## src/rtl/key_note_encoder.sv

```systemverilog
// rtl/key_note_encoder.sv - debounced 13-key scanner to note code with sustain tail
// Lowest pressed key wins; the note is held RELEASE_CYCLES after the last release.
module key_note_encoder #(
  parameter int DEBOUNCE_CYCLES = 4,
  parameter int RELEASE_CYCLES  = 8
) (
  input  logic        iClk,
  input  logic        iReset,
  input  logic [12:0] iKeys,
  output logic [7:0]  oNote,
  output logic        oNoteValid,
  output logic [12:0] oKeysStable
);

  localparam logic [7:0]  DebLast = 8'(DEBOUNCE_CYCLES - 1);
  localparam logic [15:0] RelLast = 16'(RELEASE_CYCLES - 1);

  typedef enum logic [1:0] {IDLE, PLAY, SUSTAIN} state_t;

  logic [12:0] sync1_q, sync2_q;
  logic [12:0] stable_q, stable_d;
  logic [7:0]  cnt_q [13];
  logic [7:0]  cnt_d [13];
  logic [7:0]  win;
  state_t      state_q, state_d;
  logic [7:0]  note_q, note_d;
  logic        valid_q, valid_d;
  logic [15:0] sus_q, sus_d;

  // A key flips only after its mismatch has persisted DEBOUNCE_CYCLES edges.
  always_comb begin
    stable_d = stable_q;
    for (int k = 0; k < 13; k++) begin
      cnt_d[k] = 8'd0;
      if (sync2_q[k] != stable_q[k]) begin
        if (cnt_q[k] == DebLast) begin
          stable_d[k] = sync2_q[k];
        end else begin
          cnt_d[k] = cnt_q[k] + 8'd1;
        end
      end
    end
  end

  always_comb begin
    win = 8'd0;
    for (int i = 12; i >= 0; i--) begin
      if (stable_q[i]) begin
        win = 8'(i + 1);
      end
    end
  end

  always_ff @(posedge iClk) begin
    if (iReset) begin
      sync1_q  <= '0;
      sync2_q  <= '0;
      stable_q <= '0;
      for (int k = 0; k < 13; k++) begin
        cnt_q[k] <= '0;
      end
      state_q  <= IDLE;
      note_q   <= '0;
      valid_q  <= 1'b0;
      sus_q    <= '0;
    end else begin
      sync1_q  <= iKeys;
      sync2_q  <= sync1_q;
      stable_q <= stable_d;
      for (int k = 0; k < 13; k++) begin
        cnt_q[k] <= cnt_d[k];
      end
      state_q  <= state_d;
      note_q   <= note_d;
      valid_q  <= valid_d;
      sus_q    <= sus_d;
    end
  end

  always_comb begin
    state_d = state_q;
    case (state_q)
      IDLE:    if (win != 8'd0) state_d = PLAY;
      PLAY:    if (win == 8'd0) state_d = SUSTAIN;
      SUSTAIN: begin
        if (win != 8'd0) begin
          state_d = PLAY;
        end else if (sus_q == 16'd0) begin
          state_d = IDLE;
        end
      end
      default: state_d = IDLE;
    endcase
  end

  // A new key during SUSTAIN wins over expiry on the same edge.
  always_comb begin
    note_d = note_q;
    sus_d  = sus_q;
    case (state_q)
      IDLE: note_d = win;
      PLAY: begin
        if (win != 8'd0) begin
          note_d = win;
        end else begin
          sus_d = RelLast;
        end
      end
      SUSTAIN: begin
        if (win != 8'd0) begin
          note_d = win;
        end else if (sus_q == 16'd0) begin
          note_d = 8'd0;
        end else begin
          sus_d = sus_q - 16'd1;
        end
      end
      default: note_d = 8'd0;
    endcase
    valid_d = (note_d != 8'd0) && (note_d != note_q);
  end

  assign oNote       = note_q;
  assign oNoteValid  = valid_q;
  assign oKeysStable = stable_q;

endmodule

```

## config.mk

```make
export PLATFORM = sky130hd
export DESIGN_NAME = key_note_encoder
export DESIGN_NICKNAME = d
export VERILOG_FILES = /design/src/rtl/key_note_encoder.sv
export SDC_FILE = /design/constraint.sdc
export NUM_CORES = 1
export LEC_CHECK = 0
export CAP_MARGIN = 15
export CORE_AREA = 2 2 157 159
export DETAILED_ROUTE_END_ITERATION = 12
export DIE_AREA = 0 0 159 161
export PLACE_DENSITY = 0.44
export SLEW_MARGIN = 10
export SYNTH_ARGS = -nofsm -noshare
export SYNTH_HDL_FRONTEND = slang
export SYNTH_SLANG_ARGS = --single-unit
```

## constraint.sdc

```tcl
create_clock -name iClk -period 5.3 [get_ports iClk]
set_input_delay 0.795 -clock iClk [delete_from_list [all_inputs] [get_ports iClk]]
set_output_delay 0.795 -clock iClk [all_outputs]
set_load 0.02 [all_outputs]
```

After elaboration in Yosys (flattened, before gate mapping):

Memory sizes are Yosys's and may differ from the RTL's.
Index checks and enable logic that the tools add are counted.

* add/subtract/negate cells: 14
* equality and inequality tests: 35
* multiplexer cells: 68
* bitwise logic cells: 13
* reductions and logical operators: 22

Operators with widths (count)
* $mux 8: 54
* $add 8x1->8 const B: 13
* $eq 8x2->1 const B: 13
* $mux 16: 3
* $pmux 16 s2: 1
* $reduce_and 2->1: 13
* $pmux 8 s3: 1
* $logic_not 16->1: 1
* $reduce_bool 8->1: 2
* $sub 16x1->16 const B: 1
* $ne 1x1->1: 13
* $or 1x1->1: 13
* $ne 2x2->1 const B: 5
* $logic_not 8->1: 1
* $mux 2: 4
* $ne 8x8->1: 1
* $pmux 2 s3: 1
* $mux 4: 1
* $reduce_and 4->1: 1
* $mux 1: 3
* $ne 3x3->1 const B: 1
* $reduce_and 3->1: 1
* $eq 2x1->1 const B: 1
* $eq 2x2->1 const B: 1
* 3 further kinds: 3

* flip-flop bits (word level): 66
* RAM bits: 104
* input port bits: 15
* output and inout port bits: 22
* logic and storage cells: 172
* memories: 1

Memories
* cnt_q: words 13, width 8, read ports 13, clocked after memory_dff 0, wr ports 13, line 22 `logic [7:0] cnt_q [13];`

Depth between registers and ports, before layout:

Gate-level depths: netlist (run 1).

* word-level depth: 18
* gate-level depth with buffers: 9
* depth with buffers taken out: 8

Least setup slack after synthesis (run 1):

OpenSTA, ideal clock, no wires.

* path type: flip-flop to flip-flop
* from: register sus_q[7]
* to: register sus_q[0]
* setup time: 0.079 ns
* data arrival time: 1.978 ns
* required time: 5.221 ns
* slack: 3.243 ns
* cell stages (with the launch flop): 8
* buffers on the path: 1
* clock period less this slack: 2.057 ns
* cells stage by stage: dfxtp_1 or4_4 nor4_4 a2bb2oi_2 and2_1 buf_6 and3_1 a211oi_2

* cells in the longest elaborated chain, start to end: 3

RTL lines
* from (decl): line 28 `logic [15:0] sus_q, sus_d;`
* from (signal assigned): line 76 `sus_q <= sus_d;`
* $logic_not 16->1: line 112 `end else if (sus_q == 16'd0) begin`
* $ne 2x2->1 (no source line)
* $reduce_and 4->1 (no source line)

Every way passes these cells.
A chain may end at the register's enable or synchronous reset.

Final worst setup path (run 1):

* from: register stable_q[10] (netlist: oKeysStable[10])
* to: register note_q[4] (netlist: oNote[4])

* cells in the longest elaborated chain, start to end: 14
* elaborated cells on any way between the ends: 15
* those cells by class: mux: 14; reduce/logical: 1

RTL lines
* from (decl): line 21 `logic [12:0] stable_q, stable_d;`
* from (signal assigned): line 69 `stable_q <= stable_d;`
* $mux 8 (*) (11 in series): line 48 `if (stable_q[i]) begin`
* $reduce_bool 8->1: line 103, 110
* $mux 8, on equally long branches: line 110, 103
* $pmux 8 s3 (*): line 100 `case (state_q)`
* to (signal assigned): line 74 `note_q <= note_d;`
* to (decl): line 26 `logic [7:0] note_q, note_d;`

Mark *: on every way between the ends. The rest lies on a longest branch, timed or not.

==> impl_results.md, run 1 <==
- Vias: 4,868
- Synthesis Warnings: 0
- CTS Buf Count: 17
- CP top delay family: simple AND/OR/NAND/NOR gates
- Post-DRT Antenna Nets: 0
- Worst skew pair latency: 0.42 ns
- Hold WC Path Type: reg2reg
- Clock Tree Buf Depth: 2
- DRT Pass-1 Iters: 6
- Vias in the first global route: 4,556
- IO buf count: 36
- Final Setup Violations: 0
- Vias/cell: 4.38
- Leakage power: 0.00309 uW
- Status: complete, no violations
- Grt ovf: 0
- Hold-fix buffers, CTS: 0
- Root Buffer: clkbuf_16
- Worst slew pin tran: 0.969 ns
- Startpoint types: flop
- Worst-path maximum fanout: 19
- CTS tree: built
- Sequential area share after synthesis: 49.9%
- Chip height: 161 um
- Reg2reg setup slack: 2.58 ns
- Crit path from: oKeysStable[10]$_SDFFE_PP0P_
- Post-CTS Resized: 0
- Top-count cell post-synth: dfxtp_1
- Syn Nets: 762
- Num rows: 57
- Number of synthesized register bits: 170
- Mapped cell area: 6820 um2
- DRT Wirelength: 13,200 um
- Syn Inst Count: 733
- RSZ-0062 raised after global routing: no
- Max-slew violation count: 0
- Crit-path slowest cell: nor4_4
- Worst path most repeated cell: nand2_1
- RePlAce Congestion: 0.745
- Yosys top cell by area: dfxtp_1
- Post-synth top cells: dfxtp_1, nor2_1, xor2_1
- Proportion of layout cells with a drive suffix above 1: 4.95%
- Area growth, synth to finish: 19.2%
- PwrDens: 319 nW/um2
- Crit Path Category: reg2reg
- CP Data Required Time: 5.66 ns
- Die area: 25,600 um2
- Antenna Cells: 0
- Io pins: 37
- # placed instances: 1,082
- Initial antenna violation count: 0
- Synth unique cells: 44
- Part of the cycle the worst path needs: 51.4%
- Setup tns final: 0 ns
- CTS clk-pin slew, worst paths: 0.06 ns
- Width of the chip: 159 um
- Slew Limit Headroom: 34.6%
- First-pass GRT wire length: 22,600 um
- Crit path DAT: 3.09 ns
- Synth Flop Type: dfxtp_1
- Crit path buf inv count: 0
- H-tree lvl count: 4
- Crit path cell chain: nor4_1 > nand2_1 > nor4_4 > nand2_1 > nor2_1 > and2_1
- Final Hold Vio Count: 0
- Num Clock Sinks: 170
- Min cycle time layout: 2.72 ns
- Tot GR Track Use: 10.8%
- Largest net degree at the start of global routing: 45
- Post-CTS Setup Inserts: 0
- NumNets Final: 806
- Crit end category: flop
- Clock Skew: 0.00910 ns
- Critical R2R Launch: oKeysStable[10]$_SDFFE_PP0P_
- Residual DRC: 0
- Max-Cap Viols: 0
- Hpwl dp: 9180 um
- Layout Cells excl Fill: 1,112
- Reg2Reg Depth: 6
- F_max: 367 MHz
- Post-synth EDFFs: 0
- Number of fill cells: 2,524
- Top cell type's share of synthesized area: 49.9%
- WP depth: 6
- Most area-consuming cells after synthesis: dfxtp_1, xor2_1, nor2_1, nand3_1, xnor2_1
- Initial DRC count: 203
- Post-Syn Area per Cell: 9.31 um2
- Worst path max stage delay: 0.77 ns
- Reg-to-Reg End: oNote[4]$_SDFF_PP0_
- Crit path capture: oNote[4]$_SDFF_PP0_
- Peak supply drop: 0.143 mV
- Per-cell routed wire length: 11.9 um
- Core area: 24,000 um2
- Starting density of the core: 28.5%
- Async SR Flop Fraction: 0%
==> flip-flops by register name (all words and copies together), names as in the netlist <==
signal	cells
state_q	2
sync1_q	13
cnt_q	104
oNote	8
sus_q	16
sync2_q	13
oKeysStable	13
oNoteValid	1
==> metrics by stage <==
step / power (uW) / area [um2] / hold WS, ns / utilization [%] / setup slack, ns
after floorplan: 1350 / 6820 / 0.413 / - / 3.24
after global placement: 1370 / 7540 / 0.416 / 31.5 / 2.67
after detailed placement: 1370 / 7540 / 0.424 / 31.5 / 2.63
after CTS: 2640 / 8130 / 0.439 / 33.9 / 2.63
after global routing: 2700 / 8130 / 0.447 / 33.9 / 2.28
final: 2590 / 8130 / 0.436 / 33.9 / 2.58
==> area by class of cell <==
cell class              instances  area [um2]  share of cell area (%)
multi-input cells             544        3340                    41.1
repair buffers                 37         363                    4.46
clock inverters                 8         119                    1.46
clock buffers                  22         474                    5.83
well taps                     324         405                    4.99
inverters                       7        26.3                   0.323
flip-flops and latches        170        3400                    41.9
==> cells by family after synthesis <==
| kind of cell | Yosys count | share of synthesized area (%) |
|---|---|---|
| compound gates | 35 | 3.52 |
| xor+xnor | 103 | 13.2 |
| fa+ha+maj | 14 | 2.57 |
| buf+inv | 19 | 1.17 |
| flops | 170 | 49.9 |
| mux | 13 | 1.91 |
| simple gates | 379 | 27.7 |
==> placed cells by master (no fill, tap or decap), drive strengths merged, types with 3 or more instances in the layout <==
master,Yosys,routed
nor3,18,18
nand2,32,32
nor4,7,7
nor2b,31,31
nand3,66,66
bufinv,0,3
nor4b,10,10
or4,4,4
nand4,8,8
clkinv,0,5
clkbuf,9,22
and3,41,41
and2,6,6
xnor2,30,30
nor2,147,147
clkdlybuf4s50,0,35
mux2i,13,13
o21ai,6,6
xor2,73,73
a21oi,11,11
inv,7,7
a31oi,4,4
dfxtp,170,170
ha,14,14
==> per-layer routing <==
metal  global-route usage [%]  vias to the layer above  part of all wire [%]
li1                         -                     2575                     -
met1                     15.0                     2221                    54
met2                     15.9                       59                    41
met3                     3.16                       13                   4.2
met4                     3.93                        0                   1.3
met5                        0                        -                     0
==> worst register-to-register path: cells and delay by family (launching register included) <==
family | cells | cell delay [ns]
and+or+nand+nor | 6 | 2.31
DFF | 1 | 0.36
==> power breakdown <==
group	switching [uW]	total (uW)	internal, uW
Combinational	21.8	40.9	19.0
Sequential	7.01	1300	1290
Clock	482	1250	772
Total	510	2590	2080
==> how the worst min path moves through the flow <==
stage                                 start                       to  slack (ns)  cells after the start
floorplan           cnt_q[1][16]$_SDFF_PP0_  cnt_q[1][16]$_SDFF_PP0_        0.41                      1
global placement      sync1_q[6]$_SDFF_PP0_    sync2_q[6]$_SDFF_PP0_        0.42                      1
detailed placement    sync1_q[0]$_SDFF_PP0_    sync2_q[0]$_SDFF_PP0_        0.42                      1
CTS                   sync1_q[0]$_SDFF_PP0_    sync2_q[0]$_SDFF_PP0_        0.44                      1
global route          sync1_q[4]$_SDFF_PP0_    sync2_q[4]$_SDFF_PP0_        0.45                      1
finish                sync1_q[6]$_SDFF_PP0_    sync2_q[6]$_SDFF_PP0_        0.44                      1
No activity file was read; power rests on OpenSTA's default activity.
==> run 2: changes to the inputs <==
--- a/config.mk
+++ b/config.mk
@@ -9,7 +9,7 @@
 export CORE_AREA = 2 2 157 159
 export DETAILED_ROUTE_END_ITERATION = 12
 export DIE_AREA = 0 0 159 161
-export PLACE_DENSITY = 0.44
+export PLACE_DENSITY = 0.46
 export SLEW_MARGIN = 10
 export SYNTH_ARGS = -nofsm -noshare
 export SYNTH_HDL_FRONTEND = slang
==> constraint.sdc (replaced) <==
create_clock -name iClk -period 2.4 [get_ports iClk]
set_input_delay 0.36 -clock iClk [delete_from_list [all_inputs] [get_ports iClk]]
set_output_delay 0.36 -clock iClk [all_outputs]
set_load 0.02 [all_outputs]
==> impl_results.md, run 2 (synthesized netlist as in run 1, its figures left out) <==
- Residual DRC: 0
- Worst skew pair latency: 0.43 ns
- Chip height: 161 um
- Finished Core Util: 34.3%
- Hpwl dp: 9280 um
- Post-CTS Setup Inserts: 0
- Number of fill cells: 2,489
- Initial antenna violation count: 0
- Leakage power: 0.00314 uW
- Part of the cycle the worst path needs: 89.4%
- Sw power: 1220 uW
- Clock power share: 47.3%
- Pint: 4390 uW
- Reg2reg setup slack: 0.25 ns
- Initial DRC count: 189
- Commonest non-fill, non-tap cell in the layout: dfxtp_1
- Startpoint types: flop
- Starting density of the core: 28.5%
- Biggest register: cnt_q
- RePlAce Congestion: 0.770
- Reg2Reg Depth: 6
- RSZ-0062 raised after global routing: no
- Crit end category: flop
- Num Clock Sinks: 170
- Die area: 25,600 um2
- Status: complete, no violations
- Crit path cell chain: or4_1 > nor4_4 > a2bb2oi_2 > and2_1 > and3_1 > a211oi_2
- Max reg flops: 104
- Largest net degree at the start of global routing: 27
- Worst slew pin tran: 0.514 ns
- Logic gate share of total power: 1.7%
- NumNets Final: 820
- Io pins: 37
- Num rows: 57
- Top Metal Used: met4
- Final Setup Violations: 0
- Clock Tree Buf Depth: 2
- Root Buffer: clkbuf_16
- Wire length on met3: 492 um
- Hold EP: sus_q[0]$_SDFFE_PP0P_
- CTS tree: built
- Seq pwr share: 51.1%
- Core area: 24,000 um2
- Setup tns final: 0 ns
- CTS Buf Count: 17
- Vias in the first global route: 4,752
- Crit Path Category: reg2reg
- Crit-path slowest cell: or4_1
- Largest regs: cnt_q (104), sus_q (16)
- Clock Skew: 0.0113 ns
- F_max: 466 MHz
- Hold WC Path Type: in2reg
- Worst path max stage delay: 0.62 ns
- Metal-1 WL: 6840 um
- Final Hold Vio Count: 0
- Hold-fix buffers, CTS: 0
- HP Start: iReset
- DRT Pass-1 Iters: 5
- Hold Path Cell Cnt: 2
- Vias/cell: 4.33
- IO buf count: 36
- Max-slew violation count: 0
- Per-cell routed wire length: 11.7 um
- Width of the chip: 159 um
- Min cycle time layout: 2.15 ns
- Tot GR Track Use: 10.7%
- Crit path DAT: 2.50 ns
- Worst-path maximum fanout: 7
- Post-DRT Antenna Nets: 0
- Area growth, synth to finish: 20.6%
- Grt ovf: 0
- PwrDens: 682 nW/um2
- Vias: 4,883
- CP Data Required Time: 2.75 ns
- Slew Limit Headroom: 65.4%
- Critical R2R Launch: sus_q[3]$_SDFFE_PP0P_
- CTS clk-pin slew, worst paths: 0.07 ns
- Peak supply drop: 0.419 mV
- Reg-to-Reg End: sus_q[0]$_SDFFE_PP0P_
- Commonest cells after routing, fill and taps aside: dfxtp_1, nor2_1, xor2_1
- Max-Cap Viols: 0
- First-pass GRT wire length: 22,500 um
- Antenna Cells: 0
- Switching share of power: 21.7%
- Proportion of layout cells with a drive suffix above 1: 6.84%
- Metal2 WL: 5660 um
- Post-CTS Resized: 0
- Worst Hold Margin: 0.252 ns
- DRT Wirelength: 13,200 um
- H-tree lvl count: 4
## run 2: cell types whose count changed in the layout (fill, tap and decap cells not counted), sizes merged
cell and change:
buf +14, bufinv -2, clkbuf -1, clkinv -2, clkinvlp +4, inv +3
## run 2: worst max-delay path, delay by kind of cell (launching register included)
kind | cells | cell delay, ns
simple gates | 4 | 1.40
flops | 1 | 0.35
compound gates | 2 | 0.33
## run 2: per-stage QoR
step	instances	worst slack (ns)	power, uW	instance area [um2]
finish	1128	0.254	5610	8230
global route	1128	0.0654	5830	8230
CTS	1128	0.246	5720	8230
detailed placement	1096	0.266	3020	7650
global placement	1096	0.307	3030	7650
floorplan	733	0.343	2980	6820
## run 2: worst max-delay path by stage
stage	from	to	slack, ns	depth (start not counted)
finish	sus_q[3]$_SDFFE_PP0P_	sus_q[0]$_SDFFE_PP0P_	0.25	6
global route	oKeysStable[2]$_SDFFE_PP0P_	oNote[4]$_SDFF_PP0_	0.07	8
floorplan	sus_q[7]$_SDFFE_PP0P_	sus_q[0]$_SDFFE_PP0P_	0.34	7
CTS	sus_q[3]$_SDFFE_PP0P_	sus_q[0]$_SDFFE_PP0P_	0.25	6
global placement	sus_q[7]$_SDFFE_PP0P_	sus_q[0]$_SDFFE_PP0P_	0.31	6
detailed placement	sus_q[3]$_SDFFE_PP0P_	sus_q[0]$_SDFFE_PP0P_	0.27	6
## run 2: per-layer routing
metal	track usage (%)	up-vias
li1	-	2608
met1	14.1	2207
met2	16.6	53
met3	3.34	15
met4	4.21	0
met5	0	-
## run 2: layout make-up
class / count / area (um2) / area share [%]
Clock buffer: 21 / 460 / 5.60
Clock inverter: 11 / 113 / 1.37
Inverter: 7 / 26.3 / 0.319
Multi-Input combinational cell: 544 / 3340 / 40.6
Sequential cell: 170 / 3400 / 41.4
Tap cell: 324 / 405 / 4.93
Timing Repair Buffer: 51 / 480 / 5.84
## run 2: power by group through the flow
stage	Combinational [uW]	Sequential [uW]	Clock, uW
after global routing	106	2860	2860
after global placement	97.1	2930	0
after CTS	97.4	2860	2760
after detailed placement	96.9	2930	0
final	93.5	2860	2650
after floorplan	54.1	2920	0
==> run 3: changes to the inputs <==
--- a/config.mk
+++ b/config.mk
@@ -9,6 +9,7 @@
 export CORE_AREA = 2 2 157 159
 export DETAILED_ROUTE_END_ITERATION = 12
 export DIE_AREA = 0 0 159 161
+export GPL_ROUTABILITY_DRIVEN = 1
 export PLACE_DENSITY = 0.46
 export SLEW_MARGIN = 10
 export SYNTH_ARGS = -nofsm -noshare
==> results of run 3 <==
No change in the layout: final DEF, timing and power equal those of run 2.
